`config.mk`:
```
export PLATFORM = sky130hd
export DESIGN_NAME = branch_sched
export DESIGN_NICKNAME = d
export VERILOG_FILES = /design/src/rtl/p6_pkg.sv /design/src/rtl/branch_cmp.sv /design/src/rtl/branch_sched.sv
export SDC_FILE = /design/constraint.sdc
export NUM_CORES = 1
export LEC_CHECK = 0
export BUFFER_PORTS_ARGS = -buffer_cell sky130_fd_sc_hd__buf_2
export CAP_MARGIN = 10
export CORE_AREA = 2 2 147 149
export DETAILED_ROUTE_END_ITERATION = 10
export DIE_AREA = 0 0 149 151
export PLACE_DENSITY = 0.59
export SYNTH_ARGS = -nofsm -noshare
export SYNTH_HDL_FRONTEND = slang
export SYNTH_SLANG_ARGS = --single-unit
```
`constraint.sdc`:
```
create_clock -name clk -period 5.45 [get_ports clk]
set_clock_uncertainty 0.1 [all_clocks]
set_input_delay 1.09 -clock clk [delete_from_list [all_inputs] [get_ports clk]]
set_output_delay 1.09 -clock clk [all_outputs]
set_load 0.05 [all_outputs]
```
`src/rtl/p6_pkg.sv`:
```
// Shared definitions for the P6 decode-stage branch scheduler.
// Holds the compare-code encoding, the scheduler FSM state type and the
// architectural register numbers the scheduler cares about.
package p6_pkg;

   localparam int NUM_REGS = 32;

   // Compare codes carried on br_sel; 110 and 111 are never taken.
   localparam logic [2:0] BR_BEQ  = 3'b000;
   localparam logic [2:0] BR_BNE  = 3'b001;
   localparam logic [2:0] BR_BGEZ = 3'b010;
   localparam logic [2:0] BR_BGTZ = 3'b011;
   localparam logic [2:0] BR_BLTZ = 3'b100;
   localparam logic [2:0] BR_BLEZ = 3'b101;

   typedef enum logic {
      IDLE    = 1'b0,
      RESOLVE = 1'b1
   } state_e;

   localparam logic [4:0] REG_ZERO = 5'd0;
   localparam logic [4:0] REG_RA   = 5'd31;

endpackage

```
`src/rtl/branch_cmp.sv`:
```
// Branch condition evaluator, purely combinational.
// Ports:
//   a, b  : operand values (rs, rt); a is treated as signed for the zero compares
//   sel   : compare code (see p6_pkg BR_*)
//   taken : 1 when the branch condition holds; 0 for unlisted codes
module branch_cmp
   import p6_pkg::*;
(
   input  logic [31:0] a,
   input  logic [31:0] b,
   input  logic [2:0]  sel,
   output logic        taken
);

   logic a_zero;
   logic a_neg;

   assign a_zero = (a == 32'd0);
   assign a_neg  = a[31];

   always_comb begin
      taken = 1'b0;
      case (sel)
         BR_BEQ:  taken = (a == b);
         BR_BNE:  taken = (a != b);
         BR_BGEZ: taken = ~a_neg;
         BR_BGTZ: taken = ~a_neg & ~a_zero;
         BR_BLTZ: taken = a_neg;
         BR_BLEZ: taken = a_neg | a_zero;
         default: taken = 1'b0;
      endcase
   end

endmodule

```
`src/rtl/branch_sched.sv`:
```
// Branch scheduler for the decode stage. Holds a branch in ID until its source
// registers are no longer pending from an in-flight producer, evaluates it,
// and one cycle later pulses a redirect (and link write) toward fetch. Also
// owns the per-register write-pending scoreboard.
// Ports:
//   clk, reset_n        : clock, asynchronous active-low reset
//   flush               : synchronous cancel, highest priority
//   br_valid/br_ready   : branch handshake in ID; stall_id = held branch
//   br_sel, br_rs, br_rt, br_link, rs_val, rt_val, br_target : branch fields
//   wr_valid, wr_addr, wr_lat : producer issue (destination, forward latency)
//   redirect_valid, redirect_pc, link_valid : resolved branch outputs
//   dbg_state           : current FSM state (0 IDLE, 1 RESOLVE)
//
// Handshake: a branch transfers on any rising edge where br_valid & br_ready.
// br_ready never depends on br_valid; the producer must hold all br_* fields
// stable while br_valid is high and br_ready is low.
module branch_sched
   import p6_pkg::*;
(
   input  logic        clk,
   input  logic        reset_n,
   input  logic        flush,
   input  logic        br_valid,
   output logic        br_ready,
   output logic        stall_id,
   input  logic [2:0]  br_sel,
   input  logic [4:0]  br_rs,
   input  logic [4:0]  br_rt,
   input  logic        br_link,
   input  logic [31:0] rs_val,
   input  logic [31:0] rt_val,
   input  logic [31:0] br_target,
   input  logic        wr_valid,
   input  logic [4:0]  wr_addr,
   input  logic [1:0]  wr_lat,
   output logic        redirect_valid,
   output logic [31:0] redirect_pc,
   output logic        link_valid,
   output logic        dbg_state
);

   state_e      state_q, state_d;
   logic [1:0]  pend [NUM_REGS];
   logic [1:0]  load_val;
   logic        uses_rt;
   logic        wr_hazard;
   logic        rdy;
   logic        accept;
   logic        cmp_taken;
   logic        taken_q;
   logic        link_q;
   logic [31:0] pc_q;

   branch_cmp u_cmp (
      .a     (rs_val),
      .b     (rt_val),
      .sel   (br_sel),
      .taken (cmp_taken)
   );

   // The counter holds the cycles still outstanding as seen from the cycle
   // after the producer issues, so a latency-L result frees a reader exactly
   // L cycles after issue.
   assign load_val = (wr_lat == 2'd0) ? 2'd0 : wr_lat - 2'd1;

   always_ff @(posedge clk or negedge reset_n) begin
      if (!reset_n) begin
         for (int r = 0; r < NUM_REGS; r++) pend[r] <= 2'd0;
      end else if (flush) begin
         for (int r = 0; r < NUM_REGS; r++) pend[r] <= 2'd0;
      end else begin
         for (int r = 0; r < NUM_REGS; r++) begin
            if (wr_valid && (wr_addr != REG_ZERO) && (wr_addr == 5'(r)))
               pend[r] <= load_val;
            else if (pend[r] != 2'd0)
               pend[r] <= pend[r] - 2'd1;
         end
      end
   end

   assign uses_rt = (br_sel == BR_BEQ) || (br_sel == BR_BNE);

   // A producer issuing in the same cycle is older than the branch; unless
   // its result forwards immediately, the branch must wait for it.
   assign wr_hazard = wr_valid && (wr_lat != 2'd0) && (wr_addr != REG_ZERO) &&
                      ((wr_addr == br_rs) || (uses_rt && (wr_addr == br_rt)));

   assign rdy = (pend[br_rs] == 2'd0) &&
                (!uses_rt || (pend[br_rt] == 2'd0)) &&
                !wr_hazard;

   always_ff @(posedge clk or negedge reset_n) begin
      if (!reset_n) state_q <= IDLE;
      else          state_q <= state_d;
   end

   always_comb begin
      state_d  = state_q;
      br_ready = 1'b0;
      case (state_q)
         IDLE: begin
            br_ready = rdy & ~flush;
            if (br_valid & br_ready) state_d = RESOLVE;
         end
         RESOLVE: state_d = IDLE;
         default: state_d = IDLE;
      endcase
      if (flush) state_d = IDLE;
   end

   assign accept   = br_valid & br_ready;
   assign stall_id = br_valid & ~br_ready & ~flush;

   always_ff @(posedge clk or negedge reset_n) begin
      if (!reset_n) begin
         taken_q <= 1'b0;
         link_q  <= 1'b0;
         pc_q    <= 32'd0;
      end else if (accept) begin
         taken_q <= cmp_taken;
         link_q  <= br_link;
         pc_q    <= br_target;
      end
   end

   // Pulses come from captured state; flush kills them in the cycle it is
   // raised so a cancelled branch never redirects fetch.
   assign redirect_valid = (state_q == RESOLVE) & taken_q & ~flush;
   assign link_valid     = (state_q == RESOLVE) & link_q & ~flush;
   assign redirect_pc    = pc_q;
   assign dbg_state      = state_q;

endmodule
```
==> metrics.cfg <==
[outcome]
status = completed

[setup_path]
worstSetupPathType = in -> out
crit_path_max_fanout = 26
required_ns = 4.26
critPathSlowestCell = mux4_2
max_stage_delay_ns = 0.45
path_cells = buf_2 > inv_2 > mux4_2 > nor3_2 > nor4_1 > and4b_1 > and3_1 > nor3b_1 > buf_2
crit_path_frequent_cell = buf_2
worstSetupStartpointType = input port
crit_buf_inv = 3
arrival_ns = 3.15
critical_path.top_delay_family = simple AND/OR/NAND/NOR gates
endpoint_kind = primary output

[clock_tree]
path_clk_slew_ns = 0.08
clock_sinks = 99
cts-root-buf = clkbuf_16
ctsLongestPathBuffers = 2
htreeDepth = 3
ctsResizeCount = 0
cts_buffers = 9
cts_tree = done
cts_setup_buffers = 0
hold_buffers = 0
worstSkewPairLatency_ns = 0.36

[timing]
fin_setup_tns_ns = 0
hold_ws_ns = 0.405
finalHoldViolCount = 0
setup_viol = 0
finalMaxSlewViolations = 0
period_needed_ns = 4.34
slew_headroom_pct = 31.8
setup_ws_ns = 1.11
rsz0062_at_grt = false
fin_crit_sh_pct = 79.6
worst_slew_pin_slew_ns = 1.01
fmax_mhz = 231

[synth]
yosys_warnings = 0
netlist_area_um2 = 6780
yosys.area.top_type_share_pct = 36.5
yosys.cell_types.count = 53
yosysTopAreaCell = dfrtp_1
ys_seq_elements = 99
synth_edf_count = 0
syn_area_per_cell_um2 = 8.79
synth_area_leaders = dfrtp_1 37%, mux2_4 6.4%, ha_1 5.9%
seq_area_frac_synth_pct = 36.5
syn_nets = 926
syn_inst = 772
async_reset_ff_share_pct = 100
ys.flop_type = dfrtp_1

[routing]
avgRoutedWirePerCell_um = 15.7
wirelength_um = 18600
vias_per_cell = 4.99
routed-via-count = 5928
drt_iter0_drc = 416
ant_nets = 0
drcViolationCount = 0
dr.pass1.iters = 5

[place]
place.port_buffers = 158
gp_congestion = 0.876
hpwlAfterDp_um = 13900
placed_cell_area_um2 = 7740
dp_slack_ns = 1.10

[power_and_ir_drop]
power_leakage_nw = 3.62
powerDensity_nw_per_um2 = 537
pwr-share-comb_pct = 53.9
p_sw_share_pct = 45.0
p_seq_share_pct = 31.0
p_sw_mw = 1.95
power.internal_mw = 2.37
vdd_drop_max_v = 0.000163
clockPowerShare_pct = 15.0

[hold_path]
hold_path_class = reg -> reg

[die]
die_y_um = 151
dieArea_um2 = 22500
core_um2 = 20800
floorplan.die.width_um = 149
placementRows = 53
start_util_pct = 32.6
io_pins = 159

[global_routing]
grt_pass1_vias = 5672
grt_max_degree = 68
antenna_found_initial = 1
grt-ovfl-total = 0
grt_pass1_wl_um = 29600
grt_util_all_layers_pct = 16.8

[run]
cap_violations = 0

[cells_and_area]
area_growth_pct = 18.6
drive_gt1_share_pct = 24.7
final_common_cell = buf_2
fin_nets = 1061
fillers = 2133
mostFrequentLayoutCells = 157 x buf_2, 99 x dfrtp_1, 78 x nand2_1, 67 x nor2_1, 66 x inv_1
final_area_um2 = 8050

==> routing by layer <==
layer	global-route usage, %	wire (um)	vias to the layer above
met4	3.76	221	2
met1	22.0	8370	2758
li1	-	-	2939
met5	0	12	-
met3	3.67	1450	20
met2	28.5	8590	209
==> cell type report <==
| class | instances | area, um^2 | share of cell area, % |
|---|---|---|---|
| diodes | 1 | 2.50 | 0.0311 |
| clock buffers | 9 | 225 | 2.80 |
| clock inverters | 7 | 78.8 | 0.980 |
| inverters | 67 | 251 | 3.13 |
| multi-input cells | 566 | 3830 | 47.6 |
| flip-flops and latches | 99 | 2480 | 30.8 |
| well taps | 275 | 344 | 4.28 |
| repair buffers | 164 | 838 | 10.4 |
==> path summary, 6_finish.rpt <==
path | slack [ns] | endpoint | start | depth (start not counted)
worst max-delay path | 1.11 | stall_id | br_rt[1] | 9
min in group asynchronous | 0.74 | redirect_pc[5] | reset_n | 1
worst max register to register | 2.56 | redirect_pc[24] | pend[18] | 7
worst min register to register | 0.40 | redirect_pc[27] | redirect_pc[27] | 1
max in group asynchronous | 3.49 | pend[39] | reset_n | 2
worst min-delay path | 0.40 | redirect_pc[27] | redirect_pc[27] | 1
==> state kept, by name (all words and copies together), names as in the netlist <==
register,count
redirect_pc,32
link_q,1
taken_q,1
pend,64
dbg_state,1
==> cells in the mapped netlist (all sizes together), types with 2 or more instances <==
| cell | instances |
|---|---|
| nor3 | 36 |
| a211oi | 14 |
| inv | 67 |
| buf | 19 |
| dfrtp | 99 |
| nor4 | 24 |
| nand2 | 78 |
| nand4 | 6 |
| clkbuf | 21 |
| mux2i | 10 |
| o2111ai | 2 |
| o21ai | 26 |
| a311o | 2 |
| nor2b | 6 |
| and3b | 2 |
| xnor2 | 32 |
| a21oi | 64 |
| mux2 | 35 |
| mux4 | 3 |
| nor4b | 6 |
| o311ai | 3 |
| nand3 | 46 |
| nor3b | 3 |
| ha | 32 |
| a31oi | 4 |
| nor2 | 69 |
| nand2b | 3 |
| xor2 | 43 |
==> through the flow <==
stage                     std cells  total power [mW]  utilization (%)
after floorplan                 772              3.18                -
after global routing           1187              4.70             38.6
after detailed placement       1171              3.68             37.2
after global placement         1171              3.65             37.2
final                          1188              4.32             38.6
after CTS                      1187              4.36             38.6
==> power by group through the flow <==
stage / clock, mW / sequential, mW / combinational, mW
floorplan: 0 / 1.73 / 1.45
global placement: 0 / 1.35 / 2.30
detailed placement: 0 / 1.36 / 2.32
CTS: 0.676 / 1.34 / 2.34
global route: 0.704 / 1.39 / 2.60
finish: 0.650 / 1.34 / 2.33
==> cells by family after synthesis <==
family | after synthesis | synth area share [%]
flip-flops | 99 | 36.5
XOR/XNOR | 75 | 9.68
AO/OA/AOI/OAI | 124 | 10.6
AND/OR/NAND/NOR | 287 | 20.2
multiplexers | 48 | 9.89
adder cells (fa/ha/maj) | 32 | 5.90
buffers and inverters | 107 | 7.16
Power figures use the tool's default switching activity.
